File: config.mk
export PLATFORM = sky130hd
export DESIGN_NAME = bsg_sort_iterative
export DESIGN_NICKNAME = d
export VERILOG_FILES = /design/src/rtl/bsg_sort_pkg.sv /design/src/rtl/bsg_sort_cas_lane.sv /design/src/rtl/bsg_sort_iterative.sv
export SDC_FILE = /design/constraint.sdc
export NUM_CORES = 1
export LEC_CHECK = 0
export CORE_MARGIN = 5
export CORE_UTILIZATION = 40
export DETAILED_ROUTE_END_ITERATION = 10
export PLACE_DENSITY = 0.74
export SYNTH_ARGS = -nofsm -noshare
export SYNTH_HDL_FRONTEND = slang
export SYNTH_SLANG_ARGS = --single-unit
File: constraint.sdc
create_clock -name clk_i -period 4.8 [get_ports clk_i]
set_clock_uncertainty 0.05 [all_clocks]
set_input_delay 0.96 -clock clk_i [delete_from_list [all_inputs] [get_ports clk_i]]
set_output_delay 0.96 -clock clk_i [all_outputs]
set_load 0.05 [all_outputs]
File: src/rtl/bsg_sort_pkg.sv
// Shared types and sizing helpers for the iterative odd-even transposition sorter.
package bsg_sort_pkg;

   typedef enum logic [1:0] {
      e_idle,
      e_sort,
      e_done
   } sort_state_e;

   localparam int MaxEls = 64;

   // A full sort never exceeds the inversion bound els*(els-1)/2; keep at least one bit.
   function automatic int swap_width(input int els);
      int w;
      w = $clog2(els * (els - 1) / 2 + 1);
      return (w < 1) ? 1 : w;
   endfunction

endpackage

File: src/rtl/bsg_sort_cas_lane.sv
// One compare-and-swap lane: orders a pair for the requested direction and flags a swap.
module bsg_sort_cas_lane #(
   parameter int width_p  = 8,
   parameter int signed_p = 0
) (
   input  logic [width_p-1:0] a_i,
   input  logic [width_p-1:0] b_i,
   input  logic               descending_i,
   output logic [width_p-1:0] lo_o,
   output logic [width_p-1:0] hi_o,
   output logic               swapped_o
);

   logic aGtB;
   logic aLtB;

   if (signed_p != 0) begin : g_signed
      assign aGtB = $signed(a_i) > $signed(b_i);
      assign aLtB = $signed(a_i) < $signed(b_i);
   end else begin : g_unsigned
      assign aGtB = a_i > b_i;
      assign aLtB = a_i < b_i;
   end

   // Strict compares keep equal elements in place, which makes the sort stable.
   assign swapped_o = descending_i ? aLtB : aGtB;
   assign lo_o      = swapped_o ? b_i : a_i;
   assign hi_o      = swapped_o ? a_i : b_i;

endmodule

File: src/rtl/bsg_sort_iterative.sv
// Iterative odd-even transposition sorter: one phase of parallel compare-and-swap per cycle,
// with early exit after two consecutive swap-free phases.
module bsg_sort_iterative
   import bsg_sort_pkg::*;
#(
   parameter int width_p  = 8,
   parameter int els_p    = 4,
   parameter int signed_p = 0
) (
   input  logic                              clk_i,
   input  logic                              reset_n_i,
   input  logic                              v_i,
   output logic                              ready_o,
   input  logic                              descending_i,
   input  logic [width_p*els_p-1:0]          data_i,
   output logic                              v_o,
   input  logic                              yumi_i,
   output logic [width_p*els_p-1:0]          data_o,
   output logic [swap_width(els_p)-1:0]      swaps_o,
   output logic [$clog2(els_p+1)-1:0]        phases_o
);

   localparam int SwapW    = swap_width(els_p);
   localparam int PhaseW   = $clog2(els_p + 1);
   localparam int NumLanes = (els_p / 2 > 0) ? els_p / 2 : 1;

   sort_state_e          state_q;
   logic [width_p-1:0]   el_q [els_p];
   logic [width_p-1:0]   el_d [els_p];
   logic [SwapW-1:0]     swaps_q;
   logic [PhaseW-1:0]    phases_q;
   logic                 desc_q;
   logic                 prevZero_q;

   logic                 oddPhase;
   logic [width_p-1:0]   laneA  [NumLanes];
   logic [width_p-1:0]   laneB  [NumLanes];
   logic [width_p-1:0]   laneLo [NumLanes];
   logic [width_p-1:0]   laneHi [NumLanes];
   logic [NumLanes-1:0]  laneSwap;
   logic [NumLanes-1:0]  laneValid;
   logic [SwapW-1:0]     phaseSwaps;
   logic                 phaseZero;
   logic                 lastPhase;

   assign oddPhase = phases_q[0];

   // Lane k serves pair (2k,2k+1) on even phases and (2k+1,2k+2) on odd phases.
   for (genvar k = 0; k < NumLanes; k++) begin : g_lane
      localparam int EA = (2*k < els_p) ? 2*k : 0;
      localparam int EB = (2*k + 1 < els_p) ? 2*k + 1 : EA;
      localparam int OA = (2*k + 1 < els_p) ? 2*k + 1 : EA;
      localparam int OB = (2*k + 2 < els_p) ? 2*k + 2 : OA;
      localparam bit EValid = (2*k + 1 < els_p);
      localparam bit OValid = (2*k + 2 < els_p);

      assign laneA[k]     = oddPhase ? el_q[OA] : el_q[EA];
      assign laneB[k]     = oddPhase ? el_q[OB] : el_q[EB];
      assign laneValid[k] = oddPhase ? OValid : EValid;

      bsg_sort_cas_lane #(
         .width_p (width_p),
         .signed_p(signed_p)
      ) u_lane (
         .a_i         (laneA[k]),
         .b_i         (laneB[k]),
         .descending_i(desc_q),
         .lo_o        (laneLo[k]),
         .hi_o        (laneHi[k]),
         .swapped_o   (laneSwap[k])
      );
   end

   for (genvar i = 0; i < els_p; i++) begin : g_el
      localparam bit EvenLo = (i % 2 == 0) && (i + 1 < els_p);
      localparam bit EvenHi = (i % 2 == 1);
      localparam bit OddLo  = (i % 2 == 1) && (i + 1 < els_p);
      localparam bit OddHi  = (i % 2 == 0) && (i >= 2);

      logic [width_p-1:0] evenV;
      logic [width_p-1:0] oddV;

      if (EvenLo) begin : g_elo
         assign evenV = laneLo[i/2];
      end else if (EvenHi) begin : g_ehi
         assign evenV = laneHi[i/2];
      end else begin : g_ehold
         assign evenV = el_q[i];
      end

      if (OddLo) begin : g_olo
         assign oddV = laneLo[i/2];
      end else if (OddHi) begin : g_ohi
         assign oddV = laneHi[i/2 - 1];
      end else begin : g_ohold
         assign oddV = el_q[i];
      end

      assign el_d[i] = oddPhase ? oddV : evenV;
      assign data_o[i*width_p +: width_p] = el_q[i];
   end

   always_comb begin
      phaseSwaps = '0;
      for (int k = 0; k < NumLanes; k++) begin
         phaseSwaps = phaseSwaps + SwapW'(laneSwap[k] & laneValid[k]);
      end
   end

   assign phaseZero = (phaseSwaps == '0);
   assign lastPhase = (phases_q == PhaseW'(els_p - 1));

   // Controller and datapath registers; prevZero_q clears on accept so the first phase
   // can never trigger the early exit on its own.
   always_ff @(posedge clk_i or negedge reset_n_i) begin
      if (!reset_n_i) begin
         state_q    <= e_idle;
         swaps_q    <= '0;
         phases_q   <= '0;
         desc_q     <= 1'b0;
         prevZero_q <= 1'b0;
         for (int i = 0; i < els_p; i++) el_q[i] <= '0;
      end else begin
         case (state_q)
            e_idle: begin
               if (v_i) begin
                  for (int i = 0; i < els_p; i++) el_q[i] <= data_i[i*width_p +: width_p];
                  desc_q     <= descending_i;
                  swaps_q    <= '0;
                  phases_q   <= '0;
                  prevZero_q <= 1'b0;
                  state_q    <= (els_p == 1) ? e_done : e_sort;
               end
            end
            e_sort: begin
               for (int i = 0; i < els_p; i++) el_q[i] <= el_d[i];
               swaps_q    <= swaps_q + phaseSwaps;
               phases_q   <= phases_q + PhaseW'(1);
               prevZero_q <= phaseZero;
               if (lastPhase || (phaseZero && prevZero_q)) state_q <= e_done;
            end
            e_done: begin
               if (yumi_i) state_q <= e_idle;
            end
            default: state_q <= e_idle;
         endcase
      end
   end

   assign ready_o  = reset_n_i && (state_q == e_idle);
   assign v_o      = (state_q == e_done);
   assign swaps_o  = swaps_q;
   assign phases_o = phases_q;

   a_yumi_needs_valid: assert property (@(posedge clk_i) disable iff (!reset_n_i) yumi_i |-> v_o);

endmodule

Yosys cells after proc, flatten, opt, wreduce, memory -nomap -nowiden

Cells that the tools add are included.

Add/subtract/negate cells: 3
Order comparisons: 4
Equality and inequality tests: 8
Mux-type cells: 25
Bitwise logic cells: 1
Reductions and logical operators: 11

Operators by type and width:

| cell                                                                     | number |
|---|---|
| 8-bit two-way mux                                                        | 11 |
| 32-bit one-hot mux with 2 select lines                                   | 1 |
| 32-bit two-way mux                                                       | 1 |
| 8-bit greater-than comparator                                            | 2 |
| 8-bit < comparator                                                       | 2 |
| 3-bit one-hot mux with 2 select lines                                    | 2 |
| 2-bit two-way mux                                                        | 3 |
| 2-bit inequality test (second input constant)                            | 3 |
| 2-bit one-hot mux with 3 select lines                                    | 1 |
| 3-bit AND reduction                                                      | 2 |
| 1-bit two-way mux                                                        | 4 |
| 2-bit by 1-bit inequality test with 1-bit output (second input constant) | 2 |
| 2-bit AND reduction                                                      | 2 |
| 4-bit AND reduction                                                      | 1 |
| 3-bit by 1-bit adder with 3-bit output (second input constant)           | 1 |
| 3-bit by 2-bit adder with 3-bit output                                   | 1 |
| 3-bit by 2-bit equality test with 1-bit output (second input constant)   | 1 |
| 3-bit zero test                                                          | 1 |
| 3-bit two-way mux                                                        | 1 |
| 1-bit by 1-bit adder with 2-bit output                                   | 1 |
| 2-bit by 1-bit equality test with 1-bit output (second input constant)   | 1 |
| 2-bit equality test (second input constant)                              | 1 |
| 1-bit logical AND                                                        | 2 |
| 2-bit zero test                                                          | 1 |
| other kinds (4)                                                          | 4 |

Register bits: 42
Output and inout bits: 40
Word-level logic and storage cells: 61

Longest topological paths before layout

Gate-level depths: netlist of the first run.

Word-level depth: 10
Gate-level depth with buffers: 20

Cells and area by module

A second synthesis of the first run with hierarchy kept.

Cells, all modules: 346
Area, all modules: 3638.5 um^2

By module, submodules not included:

| module             | times used | cells an instance | area an instance (um^2) | sequential area each (um^2) |
|---|---|---|---|---|
| bsg_sort_iterative | 1          | 246               | 2692.6                  | 1051.0 |
| bsg_sort_cas_lane  | 2          | 50                | 473.0                   | 0.0 |

Least setup slack after synthesis of the first run

Ideal clock, no wire load.

Kind: flip-flop to flip-flop
Start: register phases_q[0] (netlist: phases_o[0])
End: register swaps_q[2] (netlist: swaps_o[2])
Arrival: 3.891 ns
Required time: 4.609 ns
Setup slack: 0.718 ns
Stages on the path, launching flop included: 21
Clock period less this slack: 4.082 ns
Path through: dfrtp_1 > buf_2 > buf_2 > mux2i_1 > inv_1 > ha_1 > a21oi_1 > o21ai_0 > or2_2 > o211ai_1 > buf_4 > buf_6 > inv_1 > ha_1 > ha_1 > inv_1 > fa_1 > nand2_1 > nand2_1 > nand2_1 > o31ai_1

Word-level cells in the longest chain between the ends: 7

Ends and longest elaborated chain:

| what                                                                       | RTL line                                         | text |
|---|---|---|
| start: declaration                                                         | bsg_sort_iterative.sv:31                         | `logic [PhaseW-1:0] phases_q;` |
| start signal: assignment                                                   | bsg_sort_iterative.sv:138                        | `phases_q <= phases_q + PhaseW'(1);` |
| 8-bit two-way mux                                                          | bsg_sort_iterative.sv:57                         | `assign laneA[k] = oddPhase ? el_q[OA] : el_q[EA];` |
| 8-bit greater-than comparator / 8-bit < comparator (equally long branches) | bsg_sort_cas_lane.sv:21, bsg_sort_cas_lane.sv:22 |  |
| 1-bit two-way mux                                                          | bsg_sort_cas_lane.sv:26                          | `assign swapped_o = descending_i ? aLtB : aGtB;` |
| 1-bit AND                                                                  | bsg_sort_iterative.sv:106                        | `phaseSwaps = phaseSwaps + SwapW'(laneSwap[k] & laneValid[k]);` |
| 1-bit by 1-bit adder with 2-bit output (*)                                 | bsg_sort_iterative.sv:106                        |  |
| 3-bit by 2-bit adder with 3-bit output (*)                                 | bsg_sort_iterative.sv:137                        | `swaps_q <= swaps_q + phaseSwaps;` |
| 3-bit one-hot mux with 2 select lines (*)                                  | bsg_sort_iterative.sv:124                        | `case (state_q)` |
| end signal: assignment                                                     | bsg_sort_iterative.sv:137                        |  |
| end: declaration                                                           | bsg_sort_iterative.sv:30                         | `logic [SwapW-1:0] swaps_q;` |

Every way passes the cells marked *; elsewhere a longest branch is shown, timed or not.
A chain may end at the register's enable or synchronous reset.

Final worst setup path of the first run

Same ends and word-level chain as after synthesis.

==> summary.txt, run 1 <==
Clock tree
  – Clk pin slew, worst setup/hold paths: 0.09 ns
  – Root Driver: clkbuf_8
  – Max Root-Sink Buffers: 2
  – Latest clock arrival within the worst-skew pair: 0.29 ns
  – TritonCTS clock tree: yes
  – Hold-fix buffers, CTS: 0
  – TritonCTS Buffers: 5
  – Post-CTS Resized: 0
  – Post-CTS Setup Bufs: 0
  – Clock Sinks: 42
  – H-tree depth reported by CTS: 2

STA
  – Post-layout minimum cycle time: 3.89 ns
  – Normalized max-slew margin: 26.1%
  – Fin. Hold Viols: 0
  – Fmax: 0.257 GHz
  – Worst-margin pin slew: 1.10 ns
  – Final Max Tran Viols: 0
  – # setup viols final: 0
  – Fin worst setup slack: 0.912 ns
  – Fin Setup TNS: 0 ns
  – Fin crit share: 81.0%
  – RSZ-0062 raised after global routing: false

Final layout
  – Area of the multi-input gates: 1870 µm²
  – Number of inserted diodes: 0
  – P&R area growth vs syn: 30.0%
  – Fin cells: 512
  – Post-route design area: 4050 µm²
  – Layout cells sized above 1: 11.7%
  – Seq. cell area: 1050 µm²
  – Post-layout net count: 468
  – Fill cells: 708

Synth
  – Synth cell types: 38
  – Synth Cell Area: 3120 µm²
  – Syn nets: 397
  – Cells after Synth: 338
  – Main synth FF type: dfrtp_1
  – Synth Register Bits: 42
  – Sequential area share after synthesis: 33.7%
  – Ys async rst share: 100%
  – Post-synth EDFFs: 0
  – Synth warnings: 0
  – Synth Area per Inst: 9.22 µm²

Critical path
  – CP endpoint kind: flip-flop
  – RR Startpoint: phases_o[0]
  – Worst EP required: 4.92 ns
  – CP Class: flip-flop to flip-flop
  – Arr. time, crit path: 4.01 ns
  – Worst path max stage delay: 0.67 ns
  – RR Endpoint: swaps_o[2]
  – Worst Reg-to-Reg Cells: 16
  – CP max stage cell: dfrtp_1
  – Cell Chain, Critical Path: buf_4 > mux2_2 > ha_1 > and4b_1 > a211oi_2 > or2_1 > a221oi_2 > or2_2 > ha_1 > ha_1 > inv_1 > fa_1 > nand2_1 > nand2_1 > nand2_1 > o31ai_1
  – Reg-to-reg slack, setup: 0.91 ns
  – Crit Path Max Fanout: 13
  – Worst setup SP type: flip-flop

Die
  – I/O pin count: 77
  – Rows: 32
  – Area of the core: 7650 µm²
  – Die area: 9660 µm²
  – Initial Utilization: 40.8%
  – Die width: 98.3 µm
  – Die Y: 98.3 µm

Drt
  – WL/cell: 17.1 µm
  – Via count: 2822
  – First-pass DRT Iterations: 4
  – DRT iter0 DRCs: 194
  – Drc violations: 0
  – Routed Antenna Nets: 0
  – Vias per Instance: 5.51
  – WL final: 8760 µm

Run
  – Max_cap viols: 0

Placement
  – Pre-CTS setup slack: 0.950 ns
  – HPWL Detailed: 6470 µm
  – Placed cell count: 504
  – GP Congestion: 0.831
  – Placed instance area: 3960 µm²
  – Port Buffer Count: 76

Min path
  – Hold Path End: prevZero_q
  – Min-Delay Path Depth: 1
  – Worst Min Path Start: prevZero_q
  – HP Class: flip-flop to flip-flop

Global routing
  – GRT Util Overall: 18.1%
  – First-pass GRT wire length: 14600 µm
  – Largest net degree at the start of global routing: 43
  – Vias in the first global route: 2926
  – Initial antenna violation count: 0
  – Total congestion overflow: 0

Run status
  – Status: completed
## routing by layer
| layer | wire length, µm | GRT usage (%) |
|---|---|---|
| met1 | 3780 | 23.6 |
| met2 | 4420 | 31.9 |
| met3 | 499 | 3.43 |
| met4 | 63 | 2.73 |
| met5 | 0 | 0 |
## placed cells by master, fill, tap and decap left out, types with 2 or more instances in the layout
cell type        count
a22o_1               3
clkbuf_8             6
and2_1               2
buf_4                9
ha_1                21
nand2b_1            10
o211ai_1             9
nor2_1              30
nor2b_1              2
dfrtp_1             42
mux2_4               7
a21oi_1             32
mux2i_1             33
clkdlybuf4s50_1     75
or2_2                3
a21o_1               2
inv_1               23
a221oi_2             8
o22ai_1              2
nand4_1              3
o21ai_0             11
a22oi_1              9
mux2_2               9
nand2_1             34
a31oi_1              9
## stage by stage
stage	utilization, %	hold WS (ns)
global route	53.0	0.505
detailed placement	51.8	0.437
CTS	53.0	0.464
finish	53.0	0.465
global placement	51.8	0.436
floorplan	-	0.416
## state kept, by name, indices dropped and copies added, names as in the netlist
| signal | flops |
|---|---|
| prevZero_q | 1 |
| phases_o | 3 |
| swaps_o | 3 |
| state_q | 2 |
| desc_q | 1 |
| g_el.oddV | 16 |
| data_o | 16 |
## cells in the mapped netlist (all sizes together) (2+ instances only)
cell	instances	area, µm²
inv	23	86.3
o22ai	2	12.5
nand2	34	128
a31oi	9	56.3
a221oi	8	120
and2	2	12.5
mux2	16	206
mux2i	33	330
ha	21	263
or2	4	25.0
nand2b	10	62.6
a21o	2	15.0
o211ai	9	67.6
a22o	3	26.3
a21oi	32	160
nor2	31	119
a22oi	9	67.6
nor2b	3	18.8
o21ai	11	55.1
buf	11	72.6
dfrtp	42	1050
clkbuf	10	37.5
nand4	3	18.8
## final cells by class
type | count | area share [%]
inverters | 23 | 2.13
clock buffers | 7 | 2.13
clock inverters | 1 | 0.123
flip-flops and latches | 42 | 25.9
well taps | 102 | 3.15
repair buffers | 85 | 20.3
multi-input cells | 252 | 46.2
## worst max-delay path by stage
stage                startpoint          to  slack (ns)  cells after the start
floorplan           phases_o[0]  swaps_o[2]        0.72                     20
global placement    phases_o[0]  swaps_o[2]        1.07                     16
detailed placement  phases_o[0]  swaps_o[2]        0.95                     16
CTS                 phases_o[0]  swaps_o[2]        0.93                     16
global route        phases_o[0]  swaps_o[2]        0.66                     17
finish              phases_o[0]  swaps_o[2]        0.91                     16
## cells by family (layout without fill, tap and decap cells)
family | after synthesis | in the layout | synth area share (%)
AO/OA/AOI/OAI | 92 | 92 | 20.6
adder cells (fa/ha/maj) | 22 | 22 | 9.07
buffers and inverters | 44 | 116 | 6.30
flip-flops | 42 | 42 | 33.7
multiplexers | 49 | 49 | 17.2
AND/OR/NAND/NOR | 89 | 89 | 13.1
## critical path, delay by kind of cell (launching register included)
family | cells | cell delay [ns]
mux | 1 | 0.38
buf+inv | 2 | 0.36
compound gates | 3 | 0.38
simple gates | 6 | 0.84
fa+ha+maj | 4 | 1.09
flops | 1 | 0.67
Power of run 1 is not shown: default switching activity piles up to over one toggle a cycle in this logic, so the estimate is an artifact.
==> run 2, diff against run 1 <==
- clock period: 4.8 -> 3.8 ns (I/O delays scaled with it)
==> run 2 against run 1 <==
Compared with the run above:
- worst hold slack improved by 0.0010 ns
- first-iteration DRC count is 27% lower
- design area increased by 1.1%
- flip-flop and latch count unchanged
- critical path type unchanged
- utilization rose by 0.61 points
- count of clock-buffer cells in the layout rose by 1
- register-to-register slack worse by 0.65 ns
- routed wire length decreased by 2.1%
- worst setup slack worse by 0.65 ns
- critical path depth is the same
- highest routed layer unchanged
- die area stayed put
==> summary.txt, run 2 (synthesis gave the netlist of run 1 again) <==
Run status
  – Status: completed

Drt
  – Via count: 2788
  – Drc violations: 0
  – Vias per Instance: 5.42
  – Routed Antenna Nets: 0
  – WL final: 8580 µm
  – DRT iter0 DRCs: 142
  – First-pass DRT Iterations: 5
  – WL/cell: 16.7 µm

Critical path
  – Worst setup SP type: flip-flop
  – Worst EP required: 3.92 ns
  – CP endpoint kind: flip-flop
  – CP Class: flip-flop to flip-flop
  – Crit Path Max Fanout: 19
  – Arr. time, crit path: 3.66 ns

Final layout
  – P&R area growth vs syn: 31.5%
  – Fill cells: 705
  – Layout cells sized above 1: 12.9%
  – Post-layout net count: 470
  – Final Core Density: 53.6%
  – Most frequent cells in the layout: clkdlybuf4s50_1 (75), dfrtp_1 (41), nand2_1 (34), a21oi_1 (32), mux2i_1 (32)
  – Number of inserted diodes: 0
  – Commonest non-fill, non-tap cell in the layout: clkdlybuf4s50_1

Die
  – Area of the core: 7650 µm²
  – Rows: 32
  – Die width: 98.3 µm
  – I/O pin count: 77
  – Die Y: 98.3 µm
  – Die area: 9660 µm²
  – Initial Utilization: 40.8%

Clock tree
  – Root Driver: clkbuf_8
  – TritonCTS Buffers: 5
  – Clk pin slew, worst setup/hold paths: 0.08 ns
  – Max Root-Sink Buffers: 2
  – Clock Sinks: 42
  – TritonCTS clock tree: yes
  – H-tree depth reported by CTS: 2
  – Latest clock arrival within the worst-skew pair: 0.30 ns

Global routing
  – Initial antenna violation count: 0
  – Met3 usage: 4.36%
  – GRT Util Overall: 18.1%
  – Met2 Track Usage GR: 30.7%
  – First-pass GRT wire length: 14500 µm
  – Global routing's busiest layer: met2
  – Vias in the first global route: 3023
  – Met1 usage: 22.3%
  – Largest net degree at the start of global routing: 43
  – Total congestion overflow: 0

STA
  – # setup viols final: 0
  – Fmax: 0.283 GHz
  – Post-layout minimum cycle time: 3.53 ns
  – Fin. Hold Viols: 0
  – Worst-margin pin slew: 0.935 ns
  – Normalized max-slew margin: 37.5%
  – Final Max Tran Viols: 0
  – Hold Worst Slack: 0.466 ns
  – Fin crit share: 93.0%

Min path
  – HP Class: flip-flop to flip-flop

Placement
  – Port Buffer Count: 76
  – HPWL Detailed: 6290 µm
  – GP Congestion: 0.860

Run
  – Max_cap viols: 0
-- run 2: path summary, 6_finish.rpt --
| kind | to | cells after the start | slack, ns | from |
|---|---|---|---|---|
| max | swaps_o[2] | 16 | 0.27 | phases_o[0] |
| min | swaps_o[2] | 1 | 0.47 | swaps_o[2] |
| max reg2reg | swaps_o[2] | 16 | 0.27 | phases_o[0] |
| min reg2reg | swaps_o[2] | 1 | 0.47 | swaps_o[2] |
| max in group asynchronous | phases_o[0] | 2 | 2.81 | reset_n_i |
| min in group asynchronous | state_q[1] | 2 | 0.48 | reset_n_i |
-- run 2: what timing repair did --
item                       4_1_cts  5_1_grt
setup endpoints to repair        0        3
gates resized for setup          0        3
hold buffers                     0        0
buffers inserted                 0        1
-- run 2: final cells by class --
class / instances / area, µm² / area share, %
flip-flops and latches: 42 / 1050 / 25.7
repair buffers: 87 / 846 / 20.6
well taps: 102 / 128 / 3.11
multi-input cells: 252 / 1880 / 45.8
clock buffers: 8 / 110 / 2.69
inverters: 23 / 86.3 / 2.11
-- run 2: metrics by stage --
step / TNS (ns) / instance area (µm²) / worst slack [ns] / instances
floorplan: 0 / 3130 / 0.0238 / 338
global placement: 0 / 3970 / 0.383 / 505
detailed placement: 0 / 3970 / 0.221 / 505
CTS: 0 / 4080 / 0.190 / 513
global route: -0.0213 / 4100 / -0.0213 / 514
finish: 0 / 4100 / 0.266 / 514
-- run 2: worst max-delay path, stage by stage (launching register included) --
cell	delay [ns]
dfrtp_2	0.43
buf_8	0.21
mux2_2	0.38
ha_1	0.32
a21oi_1	0.16
o21ai_0	0.16
nor2_1	0.18
a221oi_2	0.09
or2_2	0.31
ha_1	0.29
ha_1	0.13
inv_1	0.04
fa_1	0.38
nand2_1	0.07
nand2_1	0.05
nand2_1	0.07
o31ai_1	0.06
-- run 2: routing by layer --
metal  up-vias  part of all wire (%)
met2        78                    48
met4         0                   1.9
met3        16                   5.4
li1       1347                     -
met1      1347                    44
met5         -                     0
Power of run 2 is left out for the same reason.
